`config.mk`:
```
export PLATFORM = sky130hd
export DESIGN_NAME = mcu_rotating_bank_ctrl_flat
export DESIGN_NICKNAME = d
export VERILOG_FILES = /design/src/rtl/mcu_rotating_bank_ctrl_if.sv /design/src/rtl/mcu_rotating_bank_ctrl.sv /design/src/flat_wrapper.sv
export SDC_FILE = /design/constraint.sdc
export NUM_CORES = 1
export LEC_CHECK = 0
export BUFFER_PORTS_ARGS = -buffer_cell sky130_fd_sc_hd__buf_2
export CAP_MARGIN = 10
export CELL_PAD_IN_SITES_DETAIL_PLACEMENT = 0
export CELL_PAD_IN_SITES_GLOBAL_PLACEMENT = 1
export CORE_ASPECT_RATIO = 0.9
export CORE_UTILIZATION = 26
export DETAILED_ROUTE_END_ITERATION = 6
export HOLD_SLACK_MARGIN = 0.02
export PLACE_DENSITY = 0.83
export RECOVER_POWER = 50
export REMOVE_ABC_BUFFERS = 1
export SLEW_MARGIN = 30
export SYNTH_ARGS = -nofsm -noshare
export SYNTH_HDL_FRONTEND = slang
export SYNTH_SLANG_ARGS = --single-unit
```
`constraint.sdc`:
```
create_clock -name clk -period 2.4 [get_ports clk]
set_input_delay 0.36 -clock clk [delete_from_list [all_inputs] [get_ports clk]]
set_output_delay 0.36 -clock clk [all_outputs]
set_load 0.05 [all_outputs]
```
`src/rtl/mcu_rotating_bank_ctrl_if.sv`:
```
// Host/convolver/bank bus of the rotating bank controller, grouped into one interface.
// Latency: none in the interface itself.
// Backpressure: none; all signals are strobes or level signals. master = host side, slave = controller.
interface mcu_rotating_bank_ctrl_if #(
    parameter int N           = 2,
    parameter int K           = 3,
    parameter int BITS_IMAGEN = 8,
    parameter int BITS_DATA   = 13,
    parameter int BITS_ADDR   = 10
);
    localparam int M = N + K - 1;

    // host / convolver / bank inputs to the controller
    logic [BITS_IMAGEN-1:0]     i_Data;
    logic [N*BITS_DATA-1:0]     i_DataConv;
    logic [M*BITS_DATA-1:0]     i_MemData;
    logic [BITS_ADDR-1:0]       i_WAddr;
    logic [BITS_ADDR-1:0]       i_RAddr;
    logic                       i_sop;
    logic                       i_eop;
    logic                       i_chblk;

    // controller outputs
    logic [K*N*BITS_IMAGEN-1:0] o_DataConv;
    logic [BITS_DATA-1:0]       o_Data;
    logic                       o_valid;
    logic [M-1:0]               o_we;
    logic [BITS_ADDR-1:0]       o_WAddr;
    logic [BITS_ADDR-1:0]       o_RAddr;
    logic [M*BITS_DATA-1:0]     o_MemData;
    logic [1:0]                 o_state;

    modport master (
        output i_Data, i_DataConv, i_MemData, i_WAddr, i_RAddr, i_sop, i_eop, i_chblk,
        input  o_DataConv, o_Data, o_valid, o_we, o_WAddr, o_RAddr, o_MemData, o_state
    );

    modport slave (
        input  i_Data, i_DataConv, i_MemData, i_WAddr, i_RAddr, i_sop, i_eop, i_chblk,
        output o_DataConv, o_Data, o_valid, o_we, o_WAddr, o_RAddr, o_MemData, o_state
    );
endinterface

```
`src/rtl/mcu_rotating_bank_ctrl.sv`:
```
// Memory control unit: rotates M=N+K-1 banks through LOAD/RUN/DRAIN, feeding N convolvers K-row windows.
// Latency: o_we/o_MemData/o_WAddr/o_RAddr combinational; o_DataConv/o_valid/o_Data registered, 1 cycle.
// Backpressure: none; the host paces the FSM with i_sop/i_eop/i_chblk pulses.
// Ports: clk, rst (sync active-high), bus (slave modport of mcu_rotating_bank_ctrl_if).
module mcu_rotating_bank_ctrl #(
    parameter int N           = 2,
    parameter int K           = 3,
    parameter int BITS_IMAGEN = 8,
    parameter int BITS_DATA   = 13,
    parameter int BITS_ADDR   = 10
) (
    input  logic                     clk,
    input  logic                     rst,
    mcu_rotating_bank_ctrl_if.slave  bus
);
    localparam int M  = N + K - 1;
    localparam int BW = (M > 1) ? $clog2(M) : 1;
    localparam logic [BW:0] M_W = (BW+1)'(M);

    typedef enum logic [1:0] {
        IDLE  = 2'd0,
        LOAD  = 2'd1,
        RUN   = 2'd2,
        DRAIN = 2'd3
    } state_t;

    state_t              state, state_nxt;
    logic [BW-1:0]       base, base_nxt;
    logic [BW-1:0]       ldptr, ldptr_nxt;
    logic [BW-1:0]       rdptr, rdptr_nxt;
    logic                eop_flag, eop_nxt;

    logic [M-1:0]               we;
    logic [M*BITS_DATA-1:0]     mem_wdat;
    logic [K*N*BITS_IMAGEN-1:0] win;
    logic [K*N*BITS_IMAGEN-1:0] conv_q;
    logic                       valid_q;
    logic [BITS_DATA-1:0]       drain_q;

    // Physical bank of logical row x. base and x are both < M, so a single
    // conditional subtract is enough to wrap.
    function automatic logic [BW-1:0] bank_idx(input logic [BW-1:0] b, input logic [BW-1:0] x);
        logic [BW:0] s;
        s = {1'b0, b} + {1'b0, x};
        if (s >= M_W) begin
            s = s - M_W;
        end
        return s[BW-1:0];
    endfunction

    // Convolver n sees logical rows n..n+K-1, low pixel bits of each bank word.
    always_comb begin
        win = '0;
        for (int n = 0; n < N; n++) begin
            for (int k = 0; k < K; k++) begin
                win[(n*K+k)*BITS_IMAGEN +: BITS_IMAGEN] =
                    bus.i_MemData[int'(bank_idx(base, BW'(n+k)))*BITS_DATA +: BITS_IMAGEN];
            end
        end
    end

    // Next-state and bank write-port decode.
    always_comb begin
        state_nxt = state;
        base_nxt  = base;
        ldptr_nxt = ldptr;
        rdptr_nxt = rdptr;
        eop_nxt   = eop_flag;
        we        = '0;
        mem_wdat  = '0;

        case (state)
            IDLE: begin
                if (bus.i_sop) begin
                    state_nxt = LOAD;
                    ldptr_nxt = '0;
                    base_nxt  = '0;
                    eop_nxt   = 1'b0;
                end
            end

            LOAD: begin
                // The bank at the load pointer is written every LOAD cycle,
                // including the cycle that carries an abort.
                we[bank_idx(base, ldptr)] = 1'b1;
                mem_wdat[int'(bank_idx(base, ldptr))*BITS_DATA +: BITS_DATA] = BITS_DATA'(bus.i_Data);
                if (bus.i_eop) begin
                    state_nxt = IDLE;
                end else if (bus.i_chblk) begin
                    if (ldptr == BW'(M-1)) begin
                        state_nxt = RUN;
                    end else begin
                        ldptr_nxt = ldptr + BW'(1);
                    end
                end
            end

            RUN: begin
                // Results of convolver n land in the bank holding logical row n,
                // which is the one retired at the end of this block.
                for (int n = 0; n < N; n++) begin
                    we[bank_idx(base, BW'(n))] = 1'b1;
                    mem_wdat[int'(bank_idx(base, BW'(n)))*BITS_DATA +: BITS_DATA] =
                        bus.i_DataConv[n*BITS_DATA +: BITS_DATA];
                end
                if (bus.i_chblk || bus.i_eop) begin
                    state_nxt = DRAIN;
                    rdptr_nxt = '0;
                    eop_nxt   = eop_flag | bus.i_eop;
                end
            end

            DRAIN: begin
                eop_nxt = eop_flag | bus.i_eop;
                if (bus.i_chblk) begin
                    if (rdptr == BW'(N-1)) begin
                        if (eop_flag) begin
                            state_nxt = IDLE;
                        end else begin
                            // Retired banks become the top of the window; the
                            // K-1 overlapping rows stay in place.
                            state_nxt = LOAD;
                            base_nxt  = bank_idx(base, BW'(N));
                            ldptr_nxt = BW'(K-1);
                        end
                    end else begin
                        rdptr_nxt = rdptr + BW'(1);
                    end
                end
            end

            default: state_nxt = IDLE;
        endcase
    end

    always_ff @(posedge clk) begin
        if (rst) begin
            state    <= IDLE;
            base     <= '0;
            ldptr    <= '0;
            rdptr    <= '0;
            eop_flag <= 1'b0;
        end else begin
            state    <= state_nxt;
            base     <= base_nxt;
            ldptr    <= ldptr_nxt;
            rdptr    <= rdptr_nxt;
            eop_flag <= eop_nxt;
        end
    end

    always_ff @(posedge clk) begin
        if (rst) begin
            conv_q  <= '0;
            valid_q <= 1'b0;
            drain_q <= '0;
        end else begin
            valid_q <= (state == RUN);
            if (state == RUN) begin
                conv_q <= win;
            end
            if (state == DRAIN) begin
                drain_q <= bus.i_MemData[int'(bank_idx(base, rdptr))*BITS_DATA +: BITS_DATA];
            end
        end
    end

    assign bus.o_WAddr    = bus.i_WAddr;
    assign bus.o_RAddr    = bus.i_RAddr;
    assign bus.o_we       = we;
    assign bus.o_MemData  = mem_wdat;
    assign bus.o_DataConv = conv_q;
    assign bus.o_valid    = valid_q;
    assign bus.o_Data     = drain_q;
    assign bus.o_state    = state;

endmodule

```
`src/flat_wrapper.sv`:
```
// flat-port wrapper written by rule: the top's interface ports become plain ports
module mcu_rotating_bank_ctrl_flat 
#(
    parameter int N           = 2,
    parameter int K           = 3,
    parameter int BITS_IMAGEN = 8,
    parameter int BITS_DATA   = 13,
    parameter int BITS_ADDR   = 10
)
  (clk, rst, bus_i_Data, bus_i_DataConv, bus_i_MemData, bus_i_WAddr, bus_i_RAddr, bus_i_sop, bus_i_eop, bus_i_chblk, bus_o_DataConv, bus_o_Data, bus_o_valid, bus_o_we, bus_o_WAddr, bus_o_RAddr, bus_o_MemData, bus_o_state);
  mcu_rotating_bank_ctrl_if #(.N(N), .K(K), .BITS_IMAGEN(BITS_IMAGEN), .BITS_DATA(BITS_DATA), .BITS_ADDR(BITS_ADDR)) bus_i ();
  input  logic clk;
  input  logic rst;
  input wire logic [$bits(bus_i.i_Data)-1:0] bus_i_Data;
  input wire logic [$bits(bus_i.i_DataConv)-1:0] bus_i_DataConv;
  input wire logic [$bits(bus_i.i_MemData)-1:0] bus_i_MemData;
  input wire logic [$bits(bus_i.i_WAddr)-1:0] bus_i_WAddr;
  input wire logic [$bits(bus_i.i_RAddr)-1:0] bus_i_RAddr;
  input wire logic [$bits(bus_i.i_sop)-1:0] bus_i_sop;
  input wire logic [$bits(bus_i.i_eop)-1:0] bus_i_eop;
  input wire logic [$bits(bus_i.i_chblk)-1:0] bus_i_chblk;
  output wire logic [$bits(bus_i.o_DataConv)-1:0] bus_o_DataConv;
  output wire logic [$bits(bus_i.o_Data)-1:0] bus_o_Data;
  output wire logic [$bits(bus_i.o_valid)-1:0] bus_o_valid;
  output wire logic [$bits(bus_i.o_we)-1:0] bus_o_we;
  output wire logic [$bits(bus_i.o_WAddr)-1:0] bus_o_WAddr;
  output wire logic [$bits(bus_i.o_RAddr)-1:0] bus_o_RAddr;
  output wire logic [$bits(bus_i.o_MemData)-1:0] bus_o_MemData;
  output wire logic [$bits(bus_i.o_state)-1:0] bus_o_state;
  assign bus_i.i_Data = bus_i_Data;
  assign bus_i.i_DataConv = bus_i_DataConv;
  assign bus_i.i_MemData = bus_i_MemData;
  assign bus_i.i_WAddr = bus_i_WAddr;
  assign bus_i.i_RAddr = bus_i_RAddr;
  assign bus_i.i_sop = bus_i_sop;
  assign bus_i.i_eop = bus_i_eop;
  assign bus_i.i_chblk = bus_i_chblk;
  assign bus_o_DataConv = bus_i.o_DataConv;
  assign bus_o_Data = bus_i.o_Data;
  assign bus_o_valid = bus_i.o_valid;
  assign bus_o_we = bus_i.o_we;
  assign bus_o_WAddr = bus_i.o_WAddr;
  assign bus_o_RAddr = bus_i.o_RAddr;
  assign bus_o_MemData = bus_i.o_MemData;
  assign bus_o_state = bus_i.o_state;
  mcu_rotating_bank_ctrl #(.N(N), .K(K), .BITS_IMAGEN(BITS_IMAGEN), .BITS_DATA(BITS_DATA), .BITS_ADDR(BITS_ADDR)) u_core (.clk(clk), .rst(rst), .bus(bus_i));
endmodule
```
==> results.md <==
* DP HPWL at 8150 um
* Final Net Count at 723
* Worst-path clk slew at 0.07 ns
* Vias in the first global route at 3265
* Clk_skew at 0.00463 ns
* Mean post-synth cell area at 8.73 um^2
* Initial DRC Count at 139
* Die height at 117 um
* Max-slew headroom at 54.0%
* Hold WC Path Type: in -> reg
* Crit path launch type: register
* Failing checks: negative setup slack
* Top Metal Used: met4
* Hold Buf Count CTS at 0
* First-pass GRT wire length at 16700 um
* Grt ovf at 0
* H-Tree Depth at 2
* Leakage at 0.00190 uW
* PD cells at 465 mW/mm^2
* Share of layout cells above drive strength 1 at 35.9%
* Post-Route M1 WL at 4970 um
* RSZ-0062 raised after global routing: true
* Cell variety after synth at 38
* Initial antenna violation count at 0
* Post-Syn Instances at 434
* Routed WL at 11600 um
* Setup Crit Path Kind: reg -> out
* Met2 Routed Length at 5450 um
* Diodes inserted at 0
* Met3 Wirelength at 1030 um
* DR DRC count at 0
* Crit share post-route at 100%
* # port buffers at 210
* Final Hold Viols at 0
* Max cap viols at 0
* Gr usage total at 14.2%
* Critical path required time at 2.04 ns
* DR pass1 iterations at 4
* Yosys Warn Count at 0
* Commonest cells after routing, fill and taps aside: buf_2 (116), nor2_1 (68), clkbuf_1 (65)
* Most common cell after layout, fill and taps aside: buf_2
* P&R area growth vs syn at 38.1%
* Vias at 3736
* Setup ws final at -0.00540 ns
* CTS Buf Count at 5
* Worst setup EP type: output port
* Num rows at 41
* Worst Tran Pin Value at 0.690 ns
* CTS Sinks at 54
* CP Max Fanout at 8
* Number of synthesized register bits at 54
* Syn Std Cell Area at 0.00379 mm^2
* Die extent in x at 129 um
* Total Power at 2430 uW
* Total die area at 0.0151 mm^2
* Post-route ant nets at 0
* Root buf cell: clkbuf_16
* Minimum clock period after layout at 2.41 ns
* Largest net degree at the start of global routing at 52
* Final number of setup-violating endpoints at 1
* Status: finished, violations left
* Num ports at 251
* Vias/cell at 4.72
* Register area share after synthesis at 28.5%
* Clk buf depth at 2
* Smallest hold slack at 0.418 ns
* Worst EP arrival at 2.05 ns
* Maximum vdd drop at 0.000381 V
* Worst skew pair latency at 0.29 ns
* Highest clock rate at 416 MHz
* Wire per inst at 14.6 um
* Starting Density at 26.9%
* Max-slew violations at 0
* Routability cong. at 0.792
* CTS tree: done
* Core area at 0.0141 mm^2
[report_power, final]
group | leakage (uW) | total (uW) | switching [uW] | internal (uW)
registers | 0.000437 | 943 | 22.5 | 921
clock network | 0.0000781 | 827 | 332 | 495
logic | 0.00138 | 664 | 402 | 263
[worst max-delay path: stages (launching register included)]
cell     delay, ns
dfxtp_4       0.37
xor2_4        0.22
ha_4          0.25
and4b_4       0.45
a22oi_2       0.11
nor2b_1       0.17
buf_6         0.18
[what timing repair did]
| item | 4_1_cts | 5_1_grt |
|---|---|---|
| buffers inserted | 0 | 0 |
| pin swaps | 0 | 6 |
| setup endpoints to repair | 32 | 35 |
| gates resized for setup | 33 | 66 |
[metal layers]
metal | vias up | global-route usage [%]
met5 | - | 0
met4 | 0 | 3.53
met2 | 189 | 24.9
met3 | 10 | 4.21
li1 | 1835 | -
met1 | 1702 | 16.9
[final cells by class]
type                       instances  area (um^2)
clock buffer                       7          133
clock inverter                     1         30.0
fill                            1437         8870
inverter                           5         18.8
multi-input combinational        302         2400
sequential                        54         1090
tap                              193          241
timing repair buffer             230         1320
[logic make-up after synthesis]
kind of cell / count (synthesis) / synth area share, %
compound gates: 87 / 16.7
xor+xnor: 2 / 0.462
fa+ha+maj: 14 / 4.62
flops: 54 / 28.5
simple gates: 139 / 17.8
buf+inv: 78 / 11.7
mux: 60 / 20.2
[through the flow]
step           worst slack [ns]  instance area (um^2)  setup TNS, ns  std cells  util, %
2_1_floorplan             -1.85                  3360         -97.56        361        -
3_3_place_gp             0.0516                  4840              0        784     34.3
3_5_place_dp             0.0253                  4840              0        784     34.3
4_1_cts                 -0.0235                  5120        -0.0708        792     36.3
5_1_grt                 -0.0830                  5230          -1.11        792     37.1
6_report               -0.00540                  5230       -0.00540        792     37.1
[flip-flops by register name (all words and copies together), names as in the netlist]
| signal | count |
|---|---|
| u_core.base | 1 |
| u_core.bus.o_Data | 13 |
| u_core.bus.o_DataConv | 32 |
| u_core.bus.o_state | 2 |
| u_core.bus.o_valid | 1 |
| u_core.eop_flag | 1 |
| u_core.ldptr | 2 |
| u_core.rdptr | 2 |
[Yosys cell counts]
cell      instances  area, um^2
a2111o_1          1        11.3
a211o_1           1        8.76
a211oi_1         33         248
a21boi_0          5        37.5
a21oi_1           8        40.0
a22oi_1          32         240
a311oi_1          1        8.76
and2_1            1        6.26
and4_1            1        8.76
and4b_1           1        10.0
buf_1             2        7.51
buf_2             7        35.0
buf_4            36         270
buf_6             1        11.3
clkbuf_1         27         101
dfxtp_1          54        1080
ha_1             14         175
inv_1             5        18.8
mux2_2            1        11.3
mux2i_1          46         460
mux4_2           13         293
nand2_1          17        63.8
nand2b_1          2        12.5
nand3_1           1        5.00
nand3b_1          1        7.51
nor2_1           69         259
nor2b_1          38         238
nor3_1            2        10.0
nor3b_1           1        7.51
nor4_1            1        6.26
nor4b_2           1        15.0
o211a_1           1        10.0
o21ai_0           4        20.0
o31ai_1           1        7.51
or2_2             1        6.26
or3b_2            1        8.76
or4b_1            1        10.0
xor2_1            2        17.5
[worst paths after layout]
check / startpoint / to / slack, ns / cells after the start
worst max-delay path: u_core.ldptr[1] / bus_o_MemData[19] / -0.005 / 6
worst min-delay path: bus_i_MemData[29] / u_core.bus.o_DataConv[35] / 0.42 / 3
worst max register to register: u_core.bus.o_state[1] / u_core.bus.o_state[1] / 0.22 / 7
worst min register to register: u_core.bus.o_DataConv[45] / u_core.bus.o_DataConv[45] / 0.49 / 2
Power figures use the tool's default switching activity.
